**src/rtl/multicycle_core_if.sv**
```systemverilog
// Unified memory port between the multicycle core and its memory.
// Latency: n/a (signal bundle only).
// Backpressure: the master holds mem_req and its qualifiers until mem_ready.
//
// Ports: mem_req/mem_we/mem_addr/mem_wdata driven by the master (core),
//        mem_rdata/mem_ready driven by the slave (memory model).
interface multicycle_core_if #(
   parameter int ADDR_W = 32
);
   logic              mem_req;
   logic              mem_we;
   logic [ADDR_W-1:0] mem_addr;
   logic [31:0]       mem_wdata;
   logic [31:0]       mem_rdata;
   logic              mem_ready;

   modport master (
      output mem_req, mem_we, mem_addr, mem_wdata,
      input  mem_rdata, mem_ready
   );

   modport slave (
      input  mem_req, mem_we, mem_addr, mem_wdata,
      output mem_rdata, mem_ready
   );
endinterface

```
**src/rtl/multicycle_core.sv**
```systemverilog
// Multi-cycle MIPS-subset core (FETCH/DECODE/EXEC/MEM/WB) on one unified memory port.
// Latency (zero-wait memory): j/halt 2, beq/bne 3, R-type/ori/sw 4, lw 5 cycles.
// Backpressure: a request is held with stable address/data until mem_ready; each wait cycle adds 1.
//
// Ports: clk, rst_n (async active-low); mem (master side of multicycle_core_if);
//        pc_o current PC; halted core stopped; fault 00 none / 01 illegal / 10 misaligned;
//        dbg_sel/dbg_data combinational register-file peek (r0 reads 0).
module multicycle_core #(
   parameter logic [31:0] RESET_PC = 32'h0000_0000,
   parameter int          NREG     = 32,
   parameter int          ADDR_W   = 32
) (
   input  logic                     clk,
   input  logic                     rst_n,
   multicycle_core_if.master        mem,
   output logic [31:0]              pc_o,
   output logic                     halted,
   output logic [1:0]               fault,
   input  logic [4:0]               dbg_sel,
   output logic [31:0]              dbg_data
);
   localparam int RW = $clog2(NREG);

   typedef enum logic [2:0] {
      S_FETCH, S_DECODE, S_EXEC, S_MEM, S_WB, S_HALT
   } state_t;

   localparam logic [5:0] OP_RTYPE = 6'h00;
   localparam logic [5:0] OP_J     = 6'h02;
   localparam logic [5:0] OP_BEQ   = 6'h04;
   localparam logic [5:0] OP_BNE   = 6'h05;
   localparam logic [5:0] OP_ORI   = 6'h0D;
   localparam logic [5:0] OP_LW    = 6'h23;
   localparam logic [5:0] OP_SW    = 6'h2B;
   localparam logic [5:0] OP_HALT  = 6'h3F;

   localparam logic [5:0] FN_ADD = 6'h20;
   localparam logic [5:0] FN_SUB = 6'h22;
   localparam logic [5:0] FN_AND = 6'h24;
   localparam logic [5:0] FN_OR  = 6'h25;
   localparam logic [5:0] FN_SLT = 6'h2A;

   state_t            state, state_n;
   logic [31:0]       pc, pc_n, ir, ir_n, a, a_n, b, b_n;
   logic [31:0]       imm, imm_n, alu, alu_n, mdr, mdr_n;
   logic              halted_q, halted_n;
   logic [1:0]        fault_q, fault_n;

   // Memory-port outputs are registered from the next state so that they are
   // all zero while reset is held, and the first fetch appears one edge later.
   logic              req_q, req_n, we_q, we_n;
   logic [ADDR_W-1:0] addr_q, addr_n;
   logic [31:0]       wdata_q, wdata_n;

   logic [31:0]       regs [NREG];
   logic              wr_en;
   logic [RW-1:0]     wr_idx;
   logic [31:0]       wr_dat;

   logic [5:0]        op, funct;
   logic [RW-1:0]     rs_idx, rt_idx, rd_idx, dbg_idx;
   logic [31:0]       rs_val, rt_val, alu_r, ea;
   logic              hs, rtype_ok, op_ok, taken;

   assign op     = ir[31:26];
   assign funct  = ir[5:0];
   assign rs_idx = ir[21 +: RW];
   assign rt_idx = ir[16 +: RW];
   assign rd_idx = ir[11 +: RW];

   // r0 is never written, but reads are forced to zero regardless.
   assign rs_val = (rs_idx == '0) ? 32'h0 : regs[rs_idx];
   assign rt_val = (rt_idx == '0) ? 32'h0 : regs[rt_idx];

   assign dbg_idx  = dbg_sel[RW-1:0];
   assign dbg_data = (dbg_idx == '0) ? 32'h0 : regs[dbg_idx];

   assign hs       = req_q & mem.mem_ready;
   assign rtype_ok = funct inside {FN_ADD, FN_SUB, FN_AND, FN_OR, FN_SLT};
   assign op_ok    = (op == OP_RTYPE) ? rtype_ok
                   : (op inside {OP_BEQ, OP_BNE, OP_ORI, OP_LW, OP_SW});
   assign taken    = (op == OP_BEQ) ? (a == b) : (a != b);

   always_comb begin
      alu_r = 32'h0;
      case (funct)
         FN_ADD:  alu_r = a + b;
         FN_SUB:  alu_r = a - b;
         FN_AND:  alu_r = a & b;
         FN_OR:   alu_r = a | b;
         FN_SLT:  alu_r = {31'h0, $signed(a) < $signed(b)};
         default: alu_r = 32'h0;
      endcase
   end

   always_comb begin
      state_n  = state;
      pc_n     = pc;
      ir_n     = ir;
      a_n      = a;
      b_n      = b;
      imm_n    = imm;
      alu_n    = alu;
      mdr_n    = mdr;
      halted_n = halted_q;
      fault_n  = fault_q;
      wr_en    = 1'b0;
      wr_idx   = rt_idx;
      wr_dat   = alu;
      ea       = a + imm;

      case (state)
         S_FETCH: begin
            if (hs) begin
               ir_n    = mem.mem_rdata;
               pc_n    = pc + 32'd4;
               state_n = S_DECODE;
            end
         end
         S_DECODE: begin
            a_n   = rs_val;
            b_n   = rt_val;
            imm_n = {{16{ir[15]}}, ir[15:0]};
            if (op == OP_J) begin
               pc_n    = {pc[31:28], ir[25:0], 2'b00};
               state_n = S_FETCH;
            end else if (op == OP_HALT) begin
               halted_n = 1'b1;
               state_n  = S_HALT;
            end else if (!op_ok) begin
               fault_n  = 2'b01;
               halted_n = 1'b1;
               state_n  = S_HALT;
            end else begin
               state_n = S_EXEC;
            end
         end
         S_EXEC: begin
            case (op)
               OP_RTYPE: begin
                  alu_n   = alu_r;
                  state_n = S_WB;
               end
               OP_ORI: begin
                  alu_n   = a | {16'h0, ir[15:0]};
                  state_n = S_WB;
               end
               OP_LW, OP_SW: begin
                  alu_n = ea;
                  if (ea[1:0] != 2'b00) begin
                     fault_n  = 2'b10;
                     halted_n = 1'b1;
                     state_n  = S_HALT;
                  end else begin
                     state_n = S_MEM;
                  end
               end
               OP_BEQ, OP_BNE: begin
                  // pc already points at the delay-free successor (PC+4).
                  if (taken) pc_n = pc + {imm[29:0], 2'b00};
                  state_n = S_FETCH;
               end
               default: begin
                  // Unreachable: DECODE only forwards legal opcodes.
                  fault_n  = 2'b01;
                  halted_n = 1'b1;
                  state_n  = S_HALT;
               end
            endcase
         end
         S_MEM: begin
            if (hs) begin
               if (op == OP_LW) begin
                  mdr_n   = mem.mem_rdata;
                  state_n = S_WB;
               end else begin
                  state_n = S_FETCH;
               end
            end
         end
         S_WB: begin
            wr_en   = 1'b1;
            wr_idx  = (op == OP_RTYPE) ? rd_idx : rt_idx;
            wr_dat  = (op == OP_LW) ? mdr : alu;
            state_n = S_FETCH;
         end
         S_HALT: begin
            state_n = S_HALT;
         end
         default: begin
            state_n = S_HALT;
         end
      endcase

      req_n   = (state_n == S_FETCH) || (state_n == S_MEM);
      we_n    = (state_n == S_MEM) && (op == OP_SW);
      addr_n  = addr_q;
      wdata_n = wdata_q;
      if (state_n == S_FETCH) begin
         addr_n = pc_n[ADDR_W-1:0];
      end else if (state_n == S_MEM) begin
         addr_n = alu_n[ADDR_W-1:0];
         if (op == OP_SW) wdata_n = b;
      end
   end

   always_ff @(posedge clk or negedge rst_n) begin
      if (!rst_n) begin
         state    <= S_FETCH;
         pc       <= RESET_PC;
         ir       <= 32'h0;
         a        <= 32'h0;
         b        <= 32'h0;
         imm      <= 32'h0;
         alu      <= 32'h0;
         mdr      <= 32'h0;
         halted_q <= 1'b0;
         fault_q  <= 2'b00;
         req_q    <= 1'b0;
         we_q     <= 1'b0;
         addr_q   <= '0;
         wdata_q  <= 32'h0;
      end else begin
         state    <= state_n;
         pc       <= pc_n;
         ir       <= ir_n;
         a        <= a_n;
         b        <= b_n;
         imm      <= imm_n;
         alu      <= alu_n;
         mdr      <= mdr_n;
         halted_q <= halted_n;
         fault_q  <= fault_n;
         req_q    <= req_n;
         we_q     <= we_n;
         addr_q   <= addr_n;
         wdata_q  <= wdata_n;
      end
   end

   always_ff @(posedge clk or negedge rst_n) begin
      if (!rst_n) begin
         for (int i = 0; i < NREG; i++) regs[i] <= 32'h0;
      end else if (wr_en && (wr_idx != '0)) begin
         regs[wr_idx] <= wr_dat;
      end
   end

   assign mem.mem_req   = req_q;
   assign mem.mem_we    = we_q;
   assign mem.mem_addr  = addr_q;
   assign mem.mem_wdata = wdata_q;
   assign pc_o          = pc;
   assign halted        = halted_q;
   assign fault         = fault_q;
endmodule

```
**src/flat_wrapper.sv**
```systemverilog
// flat-port wrapper written by rule: the top's interface ports become plain ports
module multicycle_core_flat 
#(
   parameter logic [31:0] RESET_PC = 32'h0000_0000,
   parameter int          NREG     = 32,
   parameter int          ADDR_W   = 32
)
  (clk, rst_n, pc_o, halted, fault, dbg_sel, dbg_data, mem_mem_req, mem_mem_we, mem_mem_addr, mem_mem_wdata, mem_mem_rdata, mem_mem_ready);
  multicycle_core_if #(.ADDR_W(ADDR_W)) mem_i ();
  input  logic clk;
  input  logic rst_n;
  output logic [31:0] pc_o;
  output logic halted;
  output logic [1:0] fault;
  input  logic [4:0] dbg_sel;
  output logic [31:0] dbg_data;
  output wire logic [$bits(mem_i.mem_req)-1:0] mem_mem_req;
  output wire logic [$bits(mem_i.mem_we)-1:0] mem_mem_we;
  output wire logic [$bits(mem_i.mem_addr)-1:0] mem_mem_addr;
  output wire logic [$bits(mem_i.mem_wdata)-1:0] mem_mem_wdata;
  input wire logic [$bits(mem_i.mem_rdata)-1:0] mem_mem_rdata;
  input wire logic [$bits(mem_i.mem_ready)-1:0] mem_mem_ready;
  assign mem_mem_req = mem_i.mem_req;
  assign mem_mem_we = mem_i.mem_we;
  assign mem_mem_addr = mem_i.mem_addr;
  assign mem_mem_wdata = mem_i.mem_wdata;
  assign mem_i.mem_rdata = mem_mem_rdata;
  assign mem_i.mem_ready = mem_mem_ready;
  multicycle_core #(.RESET_PC(RESET_PC), .NREG(NREG), .ADDR_W(ADDR_W)) u_core (.clk(clk), .rst_n(rst_n), .mem(mem_i), .pc_o(pc_o), .halted(halted), .fault(fault), .dbg_sel(dbg_sel), .dbg_data(dbg_data));
endmodule
```
**config.mk**
```make
export PLATFORM = sky130hd
export DESIGN_NAME = multicycle_core_flat
export DESIGN_NICKNAME = d
export VERILOG_FILES = /design/src/rtl/multicycle_core_if.sv /design/src/rtl/multicycle_core.sv /design/src/flat_wrapper.sv
export SDC_FILE = /design/constraint.sdc
export NUM_CORES = 2
export LEC_CHECK = 0
export CORE_MARGIN = 8
export CORE_UTILIZATION = 40
export CTS_BUF_LIST = sky130_fd_sc_hd__clkbuf_4 sky130_fd_sc_hd__clkbuf_8
export CTS_CLUSTER_SIZE = 28
export DETAILED_ROUTE_END_ITERATION = 16
export GPL_ROUTABILITY_DRIVEN = 0
export PLACE_DENSITY_LB_ADDON = 0.25
export SLEW_MARGIN = 20
export SYNTH_ARGS = -nofsm -noshare
export SYNTH_HDL_FRONTEND = slang
export SYNTH_SLANG_ARGS = --single-unit
```
**constraint.sdc**
```tcl
create_clock -name clk -period 10 [get_ports clk]
set_input_delay 2 -clock clk [delete_from_list [all_inputs] [get_ports clk]]
set_output_delay 2 -clock clk [all_outputs]
set_load 0.01 [all_outputs]
```
==> results by group <==
Synthesis
  – Simple-gate share of the synthesized area: 9.30%
  – Yosys reg bits: 1,304
  – Syn_area_per_cell: 11.1 um^2
  – Main combinational cell family by area after synthesis: multiplexers
  – Post-Synthesis Cells: 7,282
  – Synthesized cell area: 80,700 um^2
  – XOR/XNOR Fraction of Synth Area: 0.824%
  – Sequential fraction of the synthesis area: 40.4%
  – Compound-Gate Fraction of Synth Area: 13.6%
  – Ys flop type: dfrtp_1
  – Ys Warns: 0
  – Yosys cell types: 84
  – Syn nets: 7,490
  – Adder-Cell Fraction of Synth Area: 2.64%
  – Post-synthesis async set-or-reset flop share: 100%
  – Mux contribution to synthesized area: 29.2%
  – EDFF count, synth: 0

Clock tree
  – # Post-CTS Setup Buffers: 0
  – Clock Latency Late Sink: 1.01 ns
  – Clock Path Buffers: 3
  – Clk slew on worst S/H paths: 0.05 ns
  – H-tree depth: 4
  – Root Driver: clkbuf_8
  – Post-CTS Hold Fix Bufs: 0
  – Post-CTS sizing: 0
  – CTS sink count: 1,304
  – TritonCTS clock tree: yes
  – Total CTS buffers: 219

Finish
  – Layout cell share with drive strength beyond 1: 24.1%
  – Fill count: 18,708
  – Syn-to-layout area delta: 11.1%
  – Fin nets: 7,338

STA
  – Hold Vio Cnt, Final: 0
  – Final worst path period need: 7.69 ns
  – # setup viols final: 0
  – Tightest Pin Transition: 1.25 ns
  – Slew Viols, Final: 0
  – Max frequency: 0.130 GHz
  – Clock skew: 0.0616 ns
  – Fin Setup TNS: 0 ns
  – Rel. slew slack: 15.4%
  – Tcrit/Tclk final: 76.9%
  – RSZ-0062 raised after global routing: false

Critical path
  – Critical path type: input pin to output port
  – Slowest-stage cell, CP: mux2i_1
  – Largest fanout on the critical path: 69
  – Reg-to-reg setup timing slack: 4.93 ns
  – Startpoint Class: input pin
  – Worst reg2reg path startpoint: u_core.a[4]
  – Top Family by Delay on Critical Path: buffers and inverters
  – Cells along the critical path: buf_8 > buf_4 > mux4_2 > mux4_2 > mux2i_1 > nor2_1 > clkdlybuf4s50_1
  – WP buf/inv: 3
  – Data required, critical path: 8.00 ns
  – Reg-to-reg endpoint: u_core.mem.mem_addr[19]
  – Crit path arrival time: 5.69 ns
  – Kind of end point of the critical path: output port
  – Critical path's most frequent cell: mux4_2
  – Critical Path Source: dbg_sel[0]
  – FF-to-FF path depth: 12
  – Largest stage delay on the critical path: 0.65 ns

Pwr
  – Worst IR Drop VDD: 0.132 mV
  – Overall power: 10.8 mW
  – Power per Cell Area: 120 nW/um^2
  – LEAKAGE: 36.6 nW

Global route
  – M1 GR Usage: 36.0%
  – Vias in the first global route: 63,658
  – Met2 Track Usage GR: 40.2%
  – Largest net degree at the start of global routing: 184
  – Met3 usage: 9.26%
  – Grt total ovfl: 0
  – First-pass GRT wire length: 440,000 um
  – Initial antenna violation count: 15
  – GRT Resource Usage Total: 27.2%
  – GRT Max-Usage Layer: met2

Die
  – Initial Util: 40.1%
  – Row Count: 165
  – I/O Pins: 173
  – Die Width: 465 um
  – Core area: 201,000 um^2
  – Die H: 465 um
  – Die ar.: 216,000 um^2

Min path
  – WHS Path Cells: 0
  – Endpoint, Worst Hold: u_core.regs[999]
  – Hold_sp: u_core.regs[999]
  – Worst Hold Class: flip-flop to flip-flop

Placement
  – Port buffer count: 172
  – Detail Placement HPWL: 188,000 um

Routing
  – 1st-iter DRT viols: 7,876
  – Post-detailed-route count of antenna-violating nets: 0
  – Detailed Routing Iterations Pass 1: 9
  – DRC viols: 0
  – Drt total wl: 299,000 um
  – Via density: 6.42
  – Avg WL per Cell: 29.9 um
  – Detailed-route via count: 64,121

Job
  – Max Cap Viol: 0

Outcome
  – Status: completed
-- worst max path at each step --
stage,to,slack [ns],depth (start not counted)
3_3_place_gp,dbg_data[21],2.37,7
6_report,dbg_data[21],2.31,7
3_5_place_dp,dbg_data[21],2.31,7
4_1_cts,dbg_data[21],2.32,7
5_1_grt,dbg_data[21],2.01,7
2_1_floorplan,dbg_data[10],3.60,7
-- cells in the mapped netlist, types with 23 or more instances --
master	instances	area, um^2
mux4_2	896	20200
o21ai_1	192	961
xnor2_1	44	385
o32ai_1	46	403
dfrtp_1	1304	32600
o21bai_1	23	173
xor2_1	32	280
nor2b_1	61	382
o22ai_1	98	613
o21ai_0	554	2770
a211oi_1	28	210
nand4_1	28	175
a21o_1	59	443
buf_2	80	400
a31oi_1	46	288
nor3_1	48	240
nand3_1	55	275
mux2i_1	125	1250
a21oi_1	627	3140
o21a_1	27	203
o31ai_1	28	210
mux2_2	188	2120
buf_1	100	375
nor2_1	635	2380
inv_1	127	477
ha_1	164	2050
clkbuf_1	530	1990
nand2_1	808	3030
-- worst register-to-register path, cell delays in order, from the launching register on --
cell and delay (ns):
dfrtp_1 0.46, inv_1 0.10, ha_1 0.38, nor3_1 0.51
a221oi_1 0.18, a211oi_1 0.66, o31ai_1 0.33, o31ai_1 0.94
a31oi_1 0.24, o221ai_1 0.25, o311ai_0 0.20, a21oi_1 0.54
a21o_1 0.20
-- kinds of logic (layout without fill, tap and decap cells) --
kind of cell	Yosys count	after routing
AOI/OAI and AO/OA	1907	1907
xor gates and xnor gates	76	76
adders and majority gates	168	168
buffers and inverters	839	858
DFF	1304	1304
muxes	1209	1209
other	0	7
and+or+nand+nor	1779	1779
-- registers in the layout (all words and copies together), names as in the netlist --
signal / count
u_core.ir: 32
u_core.mem.mem_addr: 32
u_core.halted: 1
u_core.mem.mem_req: 1
u_core.regs: 1024
u_core.pc_o: 32
u_core.mem.mem_wdata: 32
u_core.mem.mem_we: 1
u_core.b: 32
u_core.imm: 16
u_core.state: 3
u_core.alu: 32
u_core.fault: 2
u_core.a: 32
u_core.mdr: 32
-- layout by cell type (no fill, tap or decap), types with 98 or more instances in the layout --
cell type,synthesis,routed
o22ai_1,98,98
mux2_2,188,188
mux4_2,896,896
buf_4,0,152
a21oi_1,627,626
nor2_1,635,625
o21ai_0,554,554
clkdlybuf4s50_1,0,166
ha_1,164,164
nand2_1,808,796
o21ai_1,192,192
dfrtp_1,1304,1293
inv_1,127,127
clkbuf_8,0,274
-- routing by layer --
metal	part of all wire, %	routed length (um)
met5	0.028	85
met4	5.4	16300
met3	12	34800
met2	43	130000
met1	39	118000
-- report_power, final --
part,switching [mW],internal (mW)
logic,0.203,0.0755
registers,0,5.28
clock network,2.35,2.84
total,2.56,8.20
-- cell type report --
class                           count  area (um^2)  share of cell area, %
Antenna cell                        7         17.5                 0.0195
Multi-Input combinational cell   5139        45300                   50.4
Clock buffer                      332         4210                   4.69
Clock inverter                     60          547                  0.609
Timing Repair Buffer              338         3210                   3.58
Tap cell                         2672         3340                   3.73
Sequential cell                  1304        32700                   36.4
Inverter                          128          480                  0.535
-- metrics by stage --
| stage | util [%] | cells | cell area [um^2] | hold WS, ns | worst slack [ns] |
|---|---|---|---|---|---|
| final | 44.5 | 9980 | 89700 | 0.415 | 2.31 |
| after global routing | 44.5 | 9974 | 89700 | 0.428 | 2.01 |
| after detailed placement | 42.1 | 9578 | 84900 | 0.404 | 2.31 |
| after global placement | 42.1 | 9577 | 84900 | 0.400 | 2.37 |
| after floorplan | - | 7282 | 80700 | 0.457 | 3.60 |
| after CTS | 44.5 | 9970 | 89600 | 0.418 | 2.32 |
Power figures use the tool's default switching activity.
